<file path="src/rtl/seq_detect_prog.sv">
// Runtime-programmable serial sequence detector with a registered Moore match pulse.
// Define SEQ_DETECT_MATCH_COUNT_EN to add the saturating match counter (match_count, cnt_clear).
module seq_detect_prog #(
    parameter int                 MAX_LEN         = 8,
    parameter logic [MAX_LEN-1:0] DEFAULT_PATTERN = MAX_LEN'(8'b0000_1101),
    parameter int                 DEFAULT_LEN     = 4,
    parameter int                 CNT_W           = 16,
    localparam int                LEN_W           = $clog2(MAX_LEN + 1)
) (
    input  logic               clk,
    input  logic               reset,
    input  logic               din_valid,
    input  logic               din,
    input  logic               cfg_we,
    input  logic [MAX_LEN-1:0] cfg_pattern,
    input  logic [LEN_W-1:0]   cfg_len,
    input  logic               cfg_overlap,
`ifdef SEQ_DETECT_MATCH_COUNT_EN
    input  logic               cnt_clear,
    output logic [CNT_W-1:0]   match_count,
`endif
    output logic               dout
);

    typedef enum logic [1:0] {
        IDLE    = 2'd0,
        FILLING = 2'd1,
        ARMED   = 2'd2
    } state_t;

    localparam logic [LEN_W-1:0] LEN_MAX_C = LEN_W'(MAX_LEN);
    localparam logic [LEN_W-1:0] LEN_ONE_C = LEN_W'(1);
    localparam logic [LEN_W-1:0] LEN_DEF_C = LEN_W'(DEFAULT_LEN);

    if (MAX_LEN < 2 || CNT_W < 1 || DEFAULT_LEN < 1 || DEFAULT_LEN > MAX_LEN) begin : g_param_check
        $error("seq_detect_prog: illegal parameter combination");
    end

    state_t             state_q, state_d;
    logic [MAX_LEN-1:0] pat_q, pat_d;
    logic [LEN_W-1:0]   len_q, len_d;
    logic               overlap_q, overlap_d;
    logic [MAX_LEN-1:0] hist_q, hist_d;
    logic [LEN_W-1:0]   fill_q, fill_d;
    logic               dout_q, dout_d;

    logic [MAX_LEN-1:0] hist_shift;
    logic [LEN_W-1:0]   fill_shift;
    logic [MAX_LEN-1:0] len_mask;
    logic [LEN_W-1:0]   cfg_len_clamped;
    logic               pattern_hit;
    logic               armed_next;
    logic               match;

    // Only the low len_q bits of history take part in the comparison.
    for (genvar gi = 0; gi < MAX_LEN; gi++) begin : g_len_mask
        assign len_mask[gi] = (gi < int'(len_q));
    end

    always_comb begin
        cfg_len_clamped = cfg_len;
        if (cfg_len == '0) begin
            cfg_len_clamped = LEN_ONE_C;
        end else if (cfg_len > LEN_MAX_C) begin
            cfg_len_clamped = LEN_MAX_C;
        end
    end

    // Post-shift view of history and fill; the match is judged on these.
    always_comb begin
        hist_shift  = {hist_q[MAX_LEN-2:0], din};
        fill_shift  = (fill_q == LEN_MAX_C) ? fill_q : fill_q + LEN_ONE_C;
        pattern_hit = ((hist_shift ^ pat_q) & len_mask) == '0;
        armed_next  = (fill_shift >= len_q);
        match       = din_valid && !cfg_we && pattern_hit && armed_next;
    end

    always_comb begin
        pat_d     = pat_q;
        len_d     = len_q;
        overlap_d = overlap_q;
        hist_d    = hist_q;
        fill_d    = fill_q;
        dout_d    = match;
        state_d   = state_q;

        if (din_valid) begin
            hist_d = hist_shift;
            fill_d = fill_shift;
        end

        case (state_q)
            IDLE: begin
                if (din_valid) begin
                    state_d = armed_next ? ARMED : FILLING;
                end
            end
            FILLING: begin
                if (din_valid && armed_next) begin
                    state_d = ARMED;
                end
            end
            ARMED: begin
                state_d = ARMED;
            end
            default: begin
                state_d = IDLE;
            end
        endcase

        // Non-overlapping mode starts collecting a fresh window after each hit.
        if (match && !overlap_q) begin
            fill_d  = '0;
            state_d = IDLE;
        end

        // Reconfiguration takes priority and discards any bit presented with it.
        if (cfg_we) begin
            pat_d     = cfg_pattern;
            len_d     = cfg_len_clamped;
            overlap_d = cfg_overlap;
            hist_d    = '0;
            fill_d    = '0;
            dout_d    = 1'b0;
            state_d   = IDLE;
        end
    end

    always_ff @(posedge clk or negedge reset) begin
        if (!reset) begin
            state_q   <= IDLE;
            pat_q     <= DEFAULT_PATTERN;
            len_q     <= LEN_DEF_C;
            overlap_q <= 1'b1;
            hist_q    <= '0;
            fill_q    <= '0;
            dout_q    <= 1'b0;
        end else begin
            state_q   <= state_d;
            pat_q     <= pat_d;
            len_q     <= len_d;
            overlap_q <= overlap_d;
            hist_q    <= hist_d;
            fill_q    <= fill_d;
            dout_q    <= dout_d;
        end
    end

    assign dout = dout_q;

`ifdef SEQ_DETECT_MATCH_COUNT_EN
    logic [CNT_W-1:0] cnt_q, cnt_d;

    // Clear beats a coincident match; the count sticks at all-ones.
    always_comb begin
        cnt_d = cnt_q;
        if (cnt_clear) begin
            cnt_d = '0;
        end else if (match && (cnt_q != '1)) begin
            cnt_d = cnt_q + 1'b1;
        end
    end

    always_ff @(posedge clk or negedge reset) begin
        if (!reset) begin
            cnt_q <= '0;
        end else begin
            cnt_q <= cnt_d;
        end
    end

    assign match_count = cnt_q;
`endif

endmodule

</file>
<file path="config.mk">
export PLATFORM = sky130hd
export DESIGN_NAME = seq_detect_prog
export DESIGN_NICKNAME = d
export VERILOG_FILES = /design/src/rtl/seq_detect_prog.sv
export SDC_FILE = /design/constraint.sdc
export NUM_CORES = 1
export LEC_CHECK = 0
export ABC_AREA = 0
export ABC_CLOCK_PERIOD_IN_PS = 5000
export BUFFER_PORTS_ARGS = -buffer_cell sky130_fd_sc_hd__buf_2
export CORE_UTILIZATION = 50
export DETAILED_ROUTE_END_ITERATION = 12
export PLACE_DENSITY_LB_ADDON = 0.12
export SLEW_MARGIN = 10
export SYNTH_ARGS = -nofsm -noshare
export SYNTH_HDL_FRONTEND = slang
export SYNTH_SLANG_ARGS = --single-unit
</file>
<file path="constraint.sdc">
create_clock -name clk -period 5 [get_ports clk]
set_clock_uncertainty 0.1 [all_clocks]
set_input_delay 0.5 -clock clk [delete_from_list [all_inputs] [get_ports clk]]
set_output_delay 0.5 -clock clk [all_outputs]
set_load 0.02 [all_outputs]
</file>
After elaboration in Yosys (flattened, before gate mapping)
Cells that the tools add are included.
{"block": "word_totals", "output_inout_bits": 1, "regBits": 25}
{"block": "op_classes", "n_lt_le_gt_ge": 10, "eq_ne": 1, "n_addsub": 1, "reduce_logical": 10, "bitwise": 2, "muxes": 9}
{"operator": "$mux 4", "count": 6}
{"operator": "$lt 3x4->1 const A", "count": 4}
{"operator": "$mux 7", "count": 2}
{"operator": "$and 8x8->8", "count": 1}
{"operator": "$logic_not 8->1", "count": 1}
{"operator": "$lt 1x4->1 const A", "count": 2}
{"operator": "$lt 2x4->1 const A", "count": 2}
{"operator": "$xor 8x8->8", "count": 1}
{"operator": "$add 4x1->4 const B", "count": 1}
{"operator": "$eq 4x4->1 const B", "count": 1}
{"operator": "$ge 4x4->1", "count": 1}
{"operator": "$gt 4x4->1 const B", "count": 1}
{"operator": "$logic_and 1x1->1", "count": 4}
{"operator": "$logic_not 4->1", "count": 1}
{"operator": "$reduce_bool 3->1", "count": 1}
{"operator": "$logic_not 1->1", "count": 2}
{"operator": "$reduce_bool 2->1", "count": 1}
{"operator": "$mux 1", "count": 1}

Logic depth before layout (Yosys ltp)
Gate-level depths: netlist of run 1.
{"block": "logic_depth", "word_depth": 8, "ltp_mapped": 11}

Least setup slack after synthesis of run 1
OpenSTA, ideal clock, no wires.
{"block": "synth_timing", "path_type": "register to register", "start": "register fill_q[0]", "end": "register fill_q[0]", "setup_slack_ns": 2.776, "setup_time_ns": 0.134, "stages_incl_launch_ff": 12, "arrival_ns": 1.990, "path_cell_list": "dfrtp_1 > inv_1 > ha_1 > nand3b_1 > xnor2_1 > inv_1 > ha_1 > inv_1 > a21boi_0 > o41ai_1 > a2111oi_4 > o21ai_1"}
{"block": "synth_between", "elab_chain_len": 7}
{"element": "from (decl)", "line": "44", "source": "logic [LEN_W-1:0] fill_q, fill_d;"}
{"element": "from (signal assigned)", "line": "144", "source": "fill_q <= fill_d;"}
{"element": "$add 4x1->4 or $eq 4x4->1 (tied branches)", "line": "72", "source": "fill_shift = (fill_q == LEN_MAX_C) ? fill_q : fill_q + LEN_ONE_C;"}
{"element": "$mux 4 *", "line": "72"}
{"element": "$ge 4x4->1", "line": "74", "source": "armed_next = (fill_shift >= len_q);"}
{"element": "$logic_and 1x1->1", "line": "75", "source": "match = din_valid && !cfg_we && pattern_hit && armed_next;"}
{"element": "$logic_and 1x1->1", "line": "112", "source": "if (match && !overlap_q) begin"}
{"element": "$mux 4", "line": "112"}
{"element": "$mux 4", "line": "118", "source": "if (cfg_we) begin"}
Mark *: on every way between the ends. The rest lies on a longest branch, timed or not. The select of a mux whose other input is x is not followed.
A chain may end at the register's enable or synchronous reset.

Final worst setup path of run 1
Same ends and word-level chain as after synthesis.

==> summary.txt, run 1 <==
Die
  – Placeable Area: 2500 µm²
  – IO Pins: 19
  – Die height: 53.8 µm
  – Row cnt: 18
  – Die ar.: 2890 µm²
  – Die width: 53.8 µm
  – Starting density of the core: 53.7%

Cells and area
  – Diodes inserted: 0
  – Layout cell share with drive strength beyond 1: 27.0%
  – P&R area growth vs syn: 10.4%
  – Layout net count: 166

Synthesis
  – Cell variety after synth: 33
  – Async SR Flop Fraction: 100%
  – Ys Warns: 0
  – Post-synthesis sequential area ratio: 47.1%
  – Synth cell count leaders: 20 x dfrtp_1, 10 x mux2_2, 10 x nand2_1, 10 x nor2_1, 8 x mux2i_1
  – Register bit total from synthesis: 25
  – Post-synth net total: 147
  – Most frequent cell after synthesis: dfrtp_1
  – Synth Flop Type: dfrtp_1
  – Top cells by area, synth: dfrtp_1 37%, dfstp_2 9.8%, mux2_2 8.4%, mux2i_1 6.0%, ha_1 5.6%
  – Post-Syn Area per Cell: 10.9 µm²
  – Area share of the largest cell type after synthesis: 37.3%
  – Post-synth EDFFs: 0
  – Cell count after synthesis: 123
  – Yosys top cell by area: dfrtp_1
  – Cell Area, Synth: 1340 µm²

Routing
  – # DRC: 0
  – WL final: 2.42 mm
  – WL/cell: 14.2 µm
  – Vias per inst: 5.63
  – Drt pass-1 iters: 5
  – Post-DRT Antenna Nets: 0
  – First DRT Iteration DRCs: 12
  – Routed via count: 963

Clock network
  – Post-CTS setup buffer count: 0
  – CTS HTree Levels: 1
  – Sink Count: 25
  – Inserted Clock Buffers: 3
  – PostCTS Resize Cnt: 0
  – CTS max path bufs: 2
  – Clk Latency, worst-skew pair: 0.31 ns
  – Root buffer cell: clkbuf_4
  – CTS tree: yes
  – # hold bufs at CTS: 0
  – Reg clk slew, reported paths: 0.13 ns

Global routing
  – Vias in the first global route: 872
  – Largest net degree at the start of global routing: 29
  – Grt total ovfl: 0
  – Total Routing Usage GR: 19.3%
  – First-pass GRT wire length: 4.00 mm
  – Initial antenna violation count: 0

Critical path
  – Worst Path Max Fanout: 5
  – Arrival @ worst endpoint: 2.62 ns
  – Critical Path RT: 5.09 ns
  – Crit path launch type: flip-flop
  – Crit path capture type: flip-flop
  – CP Class: flip-flop to flip-flop

Power
  – Net Sw Frac: 28.6%
  – Comb pwr share: 20.9%
  – Power share of the sequential group: 57.7%
  – Pwr Density: 274 nW/µm²
  – Clock power share: 21.4%
  – Power, Total: 0.406 mW
  – Worst VDD drop: 0.000191 V
  – Leakage: 0.675 nW
  – Pint: 0.290 mW
  – Switching power: 0.116 mW

Timing
  – Final Cycle Share: 50.6%
  – Final Max Tran Viols: 0
  – Setup violators final: 0
  – Worst slew margin: 63.2%
  – Slew of the pin with the lowest slew margin: 0.552 ns
  – Period minus WS final: 2.53 ns
  – WHS: 0.0594 ns
  – Final Hold Vio Count: 0
  – RSZ-0062 raised after global routing: false
  – Setup TNS: 0 ns
  – Highest clock rate: 395 MHz

Worst hold path
  – HP Class: input pin to asynchronous set/reset pin

Outcome
  – Status: finished, final reports clean

Place
  – Hpwl dp: 1.76 mm
  – Port Buf Inserts: 18
  – GPL Wtd Cong: 0.767

Job
  – Max_cap viols: 0
## power groups by stage
stage                     Combinational (mW)  Sequential, mW  Clock, mW
after global placement                0.0814           0.238          0
after floorplan                       0.0623           0.234          0
after CTS                             0.0858           0.235     0.0928
final                                 0.0848           0.235     0.0870
after detailed placement              0.0854           0.238          0
after global routing                  0.0958           0.237     0.0995
## logic make-up (layout without fill, tap and decap cells)
kind of cell,Yosys count,after routing,synth area share [%]
and+or+nand+nor,30,30,10.4
buffers and inverters,11,29,3.08
muxes,18,18,14.4
AOI/OAI and AO/OA,23,23,12.9
DFF,25,25,47.1
xor gates and xnor gates,10,10,6.53
adders and majority gates,6,6,5.60
## layout make-up
| cell class | instances | area [µm²] |
|---|---|---|
| Fill cell | 220 | 1020 |
| Multi-Input combinational cell | 87 | 668 |
| Sequential cell | 25 | 632 |
| Timing Repair Buffer | 18 | 90.1 |
| Tap cell | 30 | 37.5 |
| Inverter | 7 | 26.3 |
| Clock buffer | 3 | 22.5 |
| Clock inverter | 1 | 5.00 |
## stage by stage
step           cell area (µm²)  utilization (%)  std cells  setup slack (ns)
2_1_floorplan             1340                -        123              2.78
3_3_place_gp              1450             58.2        167              2.63
3_5_place_dp              1450             58.2        167              2.49
4_1_cts                   1480             59.3        171              2.47
5_1_grt                   1480             59.3        171              2.25
6_report                  1480             59.3        171              2.47
## per-layer routing
layer | GRT usage (%) | routed length [µm] | up-vias
met3 | 3.39 | 74 | 4
met2 | 31.9 | 1200 | 22
met5 | 0 | 0 | -
met1 | 25.7 | 1120 | 467
li1 | - | - | 470
met4 | 5.26 | 18 | 0
## layout by cell type, fill, tap and decap left out, types with 2 or more instances in the layout
cell and instances:
o21ai_0 2, o22ai_1 5, o21ai_1 2, a21oi_1 2
inv_1 7, clkbuf_4 3, nor2_1 10, mux2_2 10
xor2_1 4, o21a_1 2, dfstp_2 5, xnor2_1 6
nand3_1 3, buf_2 18, mux2i_1 8, dfrtp_1 20
a31oi_1 2, nand2_1 10, ha_1 6, nor2b_1 2
## worst max-delay path: stages, from the launching register on
cell       delay, ns
dfrtp_1         0.42
inv_1           0.12
ha_1            0.19
nand3b_1        0.10
xnor2_1         0.25
inv_1           0.07
ha_1            0.27
inv_1           0.04
a21boi_0        0.17
o41ai_1         0.12
a2111oi_4       0.43
o21ai_1         0.13
## registers in the layout, indices dropped and copies added (netlist names)
signal	cells
dout	1
pat_q	8
len_q	4
fill_q	4
overlap_q	1
hist_q	7
## path summary, 6_finish.rpt
| kind | startpoint | to | slack (ns) | depth (start not counted) |
|---|---|---|---|---|
| max | fill_q[0] | fill_q[0] | 2.47 | 11 |
| min | reset | len_q[0] | 0.06 | 1 |
| max reg2reg | fill_q[0] | fill_q[0] | 2.47 | 11 |
| min reg2reg | pat_q[1] | pat_q[1] | 0.45 | 1 |
| max in group asynchronous | reset | pat_q[3] | 4.37 | 1 |
| min in group clk | cfg_len[3] | len_q[2] | 0.29 | 2 |
Note: power is estimated with default switching activity, not from simulation.
==> run 2: changes to the inputs <==
--- a/config.mk
+++ b/config.mk
@@ -5,8 +5,8 @@
 export SDC_FILE = /design/constraint.sdc
 export NUM_CORES = 1
 export LEC_CHECK = 0
-export ABC_AREA = 0
-export ABC_CLOCK_PERIOD_IN_PS = 5000
+export ABC_AREA = 1
+export ABC_CLOCK_PERIOD_IN_PS = 2300
 export BUFFER_PORTS_ARGS = -buffer_cell sky130_fd_sc_hd__buf_2
 export CORE_UTILIZATION = 50
 export DETAILED_ROUTE_END_ITERATION = 12
==> constraint.sdc (replaced) <==
create_clock -name clk -period 2.3 [get_ports clk]
set_clock_uncertainty 0.1 [all_clocks]
set_input_delay 0.23 -clock clk [delete_from_list [all_inputs] [get_ports clk]]
set_output_delay 0.23 -clock clk [all_outputs]
set_load 0.02 [all_outputs]
==> run 2 against run 1 <==
  * Non-clock buffer count is 10 higher
  * Maximum frequency is 27% higher
  * Die area is 1.2% higher
  * Register-to-register slack worse by 2.2 ns
  * Total power is 110% higher
  * Via count is 20% higher
  * Critical path type unchanged
  * Largest power group unchanged
==> summary.txt, run 2 <==
Outcome
  – Status: finished, final reports clean

Cells and area
  – Seq. cell area: 632 µm² (unchanged)
  – Diodes inserted: 0 (unchanged)
  – Post-layout util: 63.5% (+4.2 points)
  – P&R area growth vs syn: 18.0%
  – Biggest regs: pat_q (8), hist_q (7)
  – Commonest non-fill, non-tap cell in the layout: nand2_1
  – Layout fillers: 219 (-0.45%)
  – Max reg flops: 8 (unchanged)
  – Layout net count: 232 (+40%)
  – Multi-input logic area: 579 µm² (-13%)
  – Most frequent cells in the layout: 57 x nand2_1, 35 x inv_1, 20 x dfrtp_1, 18 x buf_2, 11 x o21ai_0
  – Layout cell share with drive strength beyond 1: 16.9% (-10 points)
  – Largest Register: pat_q

Timing
  – Final Max Tran Viols: 0 (unchanged)
  – Final Hold Vio Count: 0 (unchanged)
  – Highest clock rate: 501 MHz (+27%)
  – Period minus WS final: 2.00 ns (-0.533 ns)
  – Worst slew margin: 63.2% (-0.067 points)
  – Fin worst setup slack: 0.302 ns (-2.17 ns)
  – RSZ-0062 raised after global routing: false
  – Final Cycle Share: 86.9% (+36 points)
  – Setup violators final: 0 (unchanged)
  – Slew of the pin with the lowest slew margin: 0.553 ns (+0.00101 ns)
  – Setup TNS: 0 ns (unchanged)

Die
  – Die ar.: 2930 µm² (+1.2%)
  – Starting density of the core: 53.8% (+0.17 points)
  – Die height: 54.1 µm (+0.58%)
  – Die width: 54.1 µm (+0.58%)
  – Placeable Area: 2520 µm² (+0.90%)
  – Row cnt: 18 (unchanged)
  – IO Pins: 19 (unchanged)

Global routing
  – Largest net degree at the start of global routing: 26 (-10%)
  – Total Routing Usage GR: 21.0% (+1.7 points)
  – First-pass GRT wire length: 4.28 mm (+6.9%)
  – Grt total ovfl: 0 (unchanged)
  – Initial antenna violation count: 0 (unchanged)
  – Vias in the first global route: 1037 (+19%)

Place
  – Hpwl dp: 1.90 mm (+8.0%)
  – GPL Wtd Cong: 0.858 (+12%)
  – Pre-CTS setup slack: 0.356 ns (-2.14 ns)
  – Port Buf Inserts: 18 (unchanged)

Critical path
  – CP Class: flip-flop to flip-flop
  – Most used cell, CP: nand2_1
  – Max incr delay on CP: 0.45 ns (+0.02 ns)
  – Buf/Inv on CP: 1 (-2)
  – Critical Path RT: 2.44 ns (-2.65 ns)
  – Crit path launch type: flip-flop
  – Family with the most delay on the worst path: simple AND/OR/NAND/NOR gates
  – Arrival @ worst endpoint: 2.14 ns (-0.48 ns)
  – Worst reg-to-reg setup slack: 0.30 ns (-2.17 ns)
  – CP max stage cell: dfrtp_1
  – Crit path capture type: flip-flop
  – Worst Path Max Fanout: 5 (unchanged)
  – Critical-path cell list: inv_1 > ha_1 > nand2_1 > nor2_1 > xor2_1 > ha_1 > o21bai_1 > nand3_1 > nand3_1 > nand4_2 > nand2_1 > nand2_1

Synthesis
  – Async SR Flop Fraction: 100% (unchanged)
  – Cell Area, Synth: 1360 µm² (+1.2%)
  – Synth cell count leaders: 57 x nand2_1, 35 x inv_1, 20 x dfrtp_1, 11 x o21ai_0
  – Post-synth EDFFs: 0 (unchanged)
  – Synth Flop Type: dfrtp_1
  – Ys Warns: 0 (unchanged)
  – Yosys top cell by area: dfrtp_1
  – Area share of the largest cell type after synthesis: 36.9% (-0.45 points)
  – Post-Syn Area per Cell: 7.63 µm² (-30%)
  – Cell variety after synth: 19 (-42%)
  – Cell count after synthesis: 178 (+45%)
  – Post-synthesis sequential area ratio: 46.5% (-0.56 points)
  – Most frequent cell after synthesis: nand2_1
  – Register bit total from synthesis: 25 (unchanged)
  – Top cells by area, synth: dfrtp_1 37%, nand2_1 16%, dfstp_2 9.7%, inv_1 9.7%, ha_1 5.5%
  – Post-synth net total: 202 (+37%)

Power
  – Clock power share: 24.2% (+2.8 points)
  – Power share of the sequential group: 56.9% (-0.8 points)
  – Power, Total: 0.862 mW (+110%)
  – Switching power: 0.257 mW (+120%)
  – Leakage: 0.868 nW (+29%)
  – Worst VDD drop: 0.000447 V (+130%)
  – Net Sw Frac: 29.8% (+1.2 points)
  – Comb pwr share: 19.0% (-1.9 points)
  – Pint: 0.605 mW (+110%)
  – Pwr Density: 538 nW/µm² (+96%)

Clock network
  – CTS HTree Levels: 1 (unchanged)
  – PostCTS Resize Cnt: 0 (unchanged)
  – CTS tree: yes
  – Inserted Clock Buffers: 3 (unchanged)
  – Clk Latency, worst-skew pair: 0.33 ns (+0.02 ns)
  – Sink Count: 25 (unchanged)
  – # hold bufs at CTS: 10 (+10)
  – Reg clk slew, reported paths: 0.14 ns (about the same)
  – Root buffer cell: clkbuf_4
  – Post-CTS setup buffer count: 0 (unchanged)
  – CTS max path bufs: 2 (unchanged)

Routing
  – Drt pass-1 iters: 4 (-1)
  – Post-DRT Antenna Nets: 0 (unchanged)
  – WL final: 2.66 mm (+10%)
  – Vias per inst: 4.89 (-13%)
  – # DRC: 0 (unchanged)
  – WL/cell: 11.2 µm (-21%)
  – Routed wl met2: 1.22 mm (+1.2%)
  – Top Layer Used: met4
  – WL met3: 68 µm (-8.1%)
  – WL met1: 1.32 mm (+17%)
  – First DRT Iteration DRCs: 21 (+9)
  – Routed via count: 1159 (+20%)

Job
  – Max_cap viols: 0 (unchanged)

Worst hold path
  – HP Class: input pin to flip-flop
## run 2: worst reg2reg max path, cell delays in order, from the launching register on
cell and delay (ns):
dfrtp_1 0.45, inv_1 0.07, ha_1 0.19, nand2_1 0.09
nor2_1 0.06, xor2_1 0.16, ha_1 0.19, o21bai_1 0.13
nand3_1 0.08, nand3_1 0.10, nand4_2 0.16, nand2_1 0.09
nand2_1 0.05
## run 2: path summary, 6_finish.rpt
check	start	end	cells past startpoint
max	fill_q[0]	fill_q[3]	12
min	cfg_len[2]	len_q[2]	3
max reg2reg	fill_q[0]	fill_q[3]	12
min reg2reg	pat_q[0]	pat_q[0]	2
max in group asynchronous	reset	len_q[2]	2
min in group asynchronous	reset	pat_q[7]	2
## run 2: cell families after synthesis
logic type | count (synthesis) | share of synthesized area [%]
AO/OA/AOI/OAI | 25 | 10.2
AND/OR/NAND/NOR | 81 | 25.6
buffers and inverters | 39 | 10.8
flip-flops | 25 | 46.5
adder cells (fa/ha/maj) | 6 | 5.53
XOR/XNOR | 2 | 1.29
## run 2: layer usage
layer  track usage (%)  up-vias
met5                 0        -
met4              11.1        0
met3              2.54        5
met2              34.6       25
met1              26.6      522
li1                  -      607
## run 2: layout make-up
class / count / area share (%)
clock buffers: 3 / 1.41
clock inverters: 1 / 0.312
inverters: 36 / 8.44
multi-input cells: 114 / 36.2
flip-flops and latches: 25 / 39.5
well taps: 30 / 2.34
repair buffers: 28 / 11.9
## run 2: stage by stage
stage | cell area [µm²] | instances | hold slack, ns
2_1_floorplan | 1360 | 178 | -0.166
3_3_place_gp | 1470 | 223 | 0.150
3_5_place_dp | 1470 | 223 | 0.159
4_1_cts | 1600 | 237 | 0.0212
5_1_grt | 1600 | 237 | 0.0559
6_report | 1600 | 237 | 0.0293
## run 2: power groups by stage
stage | Clock (mW) | Sequential [mW] | Combinational (mW)
floorplan | 0 | 0.494 | 0.104
global placement | 0 | 0.497 | 0.145
detailed placement | 0 | 0.498 | 0.149
CTS | 0.214 | 0.490 | 0.164
global route | 0.223 | 0.494 | 0.187
finish | 0.208 | 0.490 | 0.163
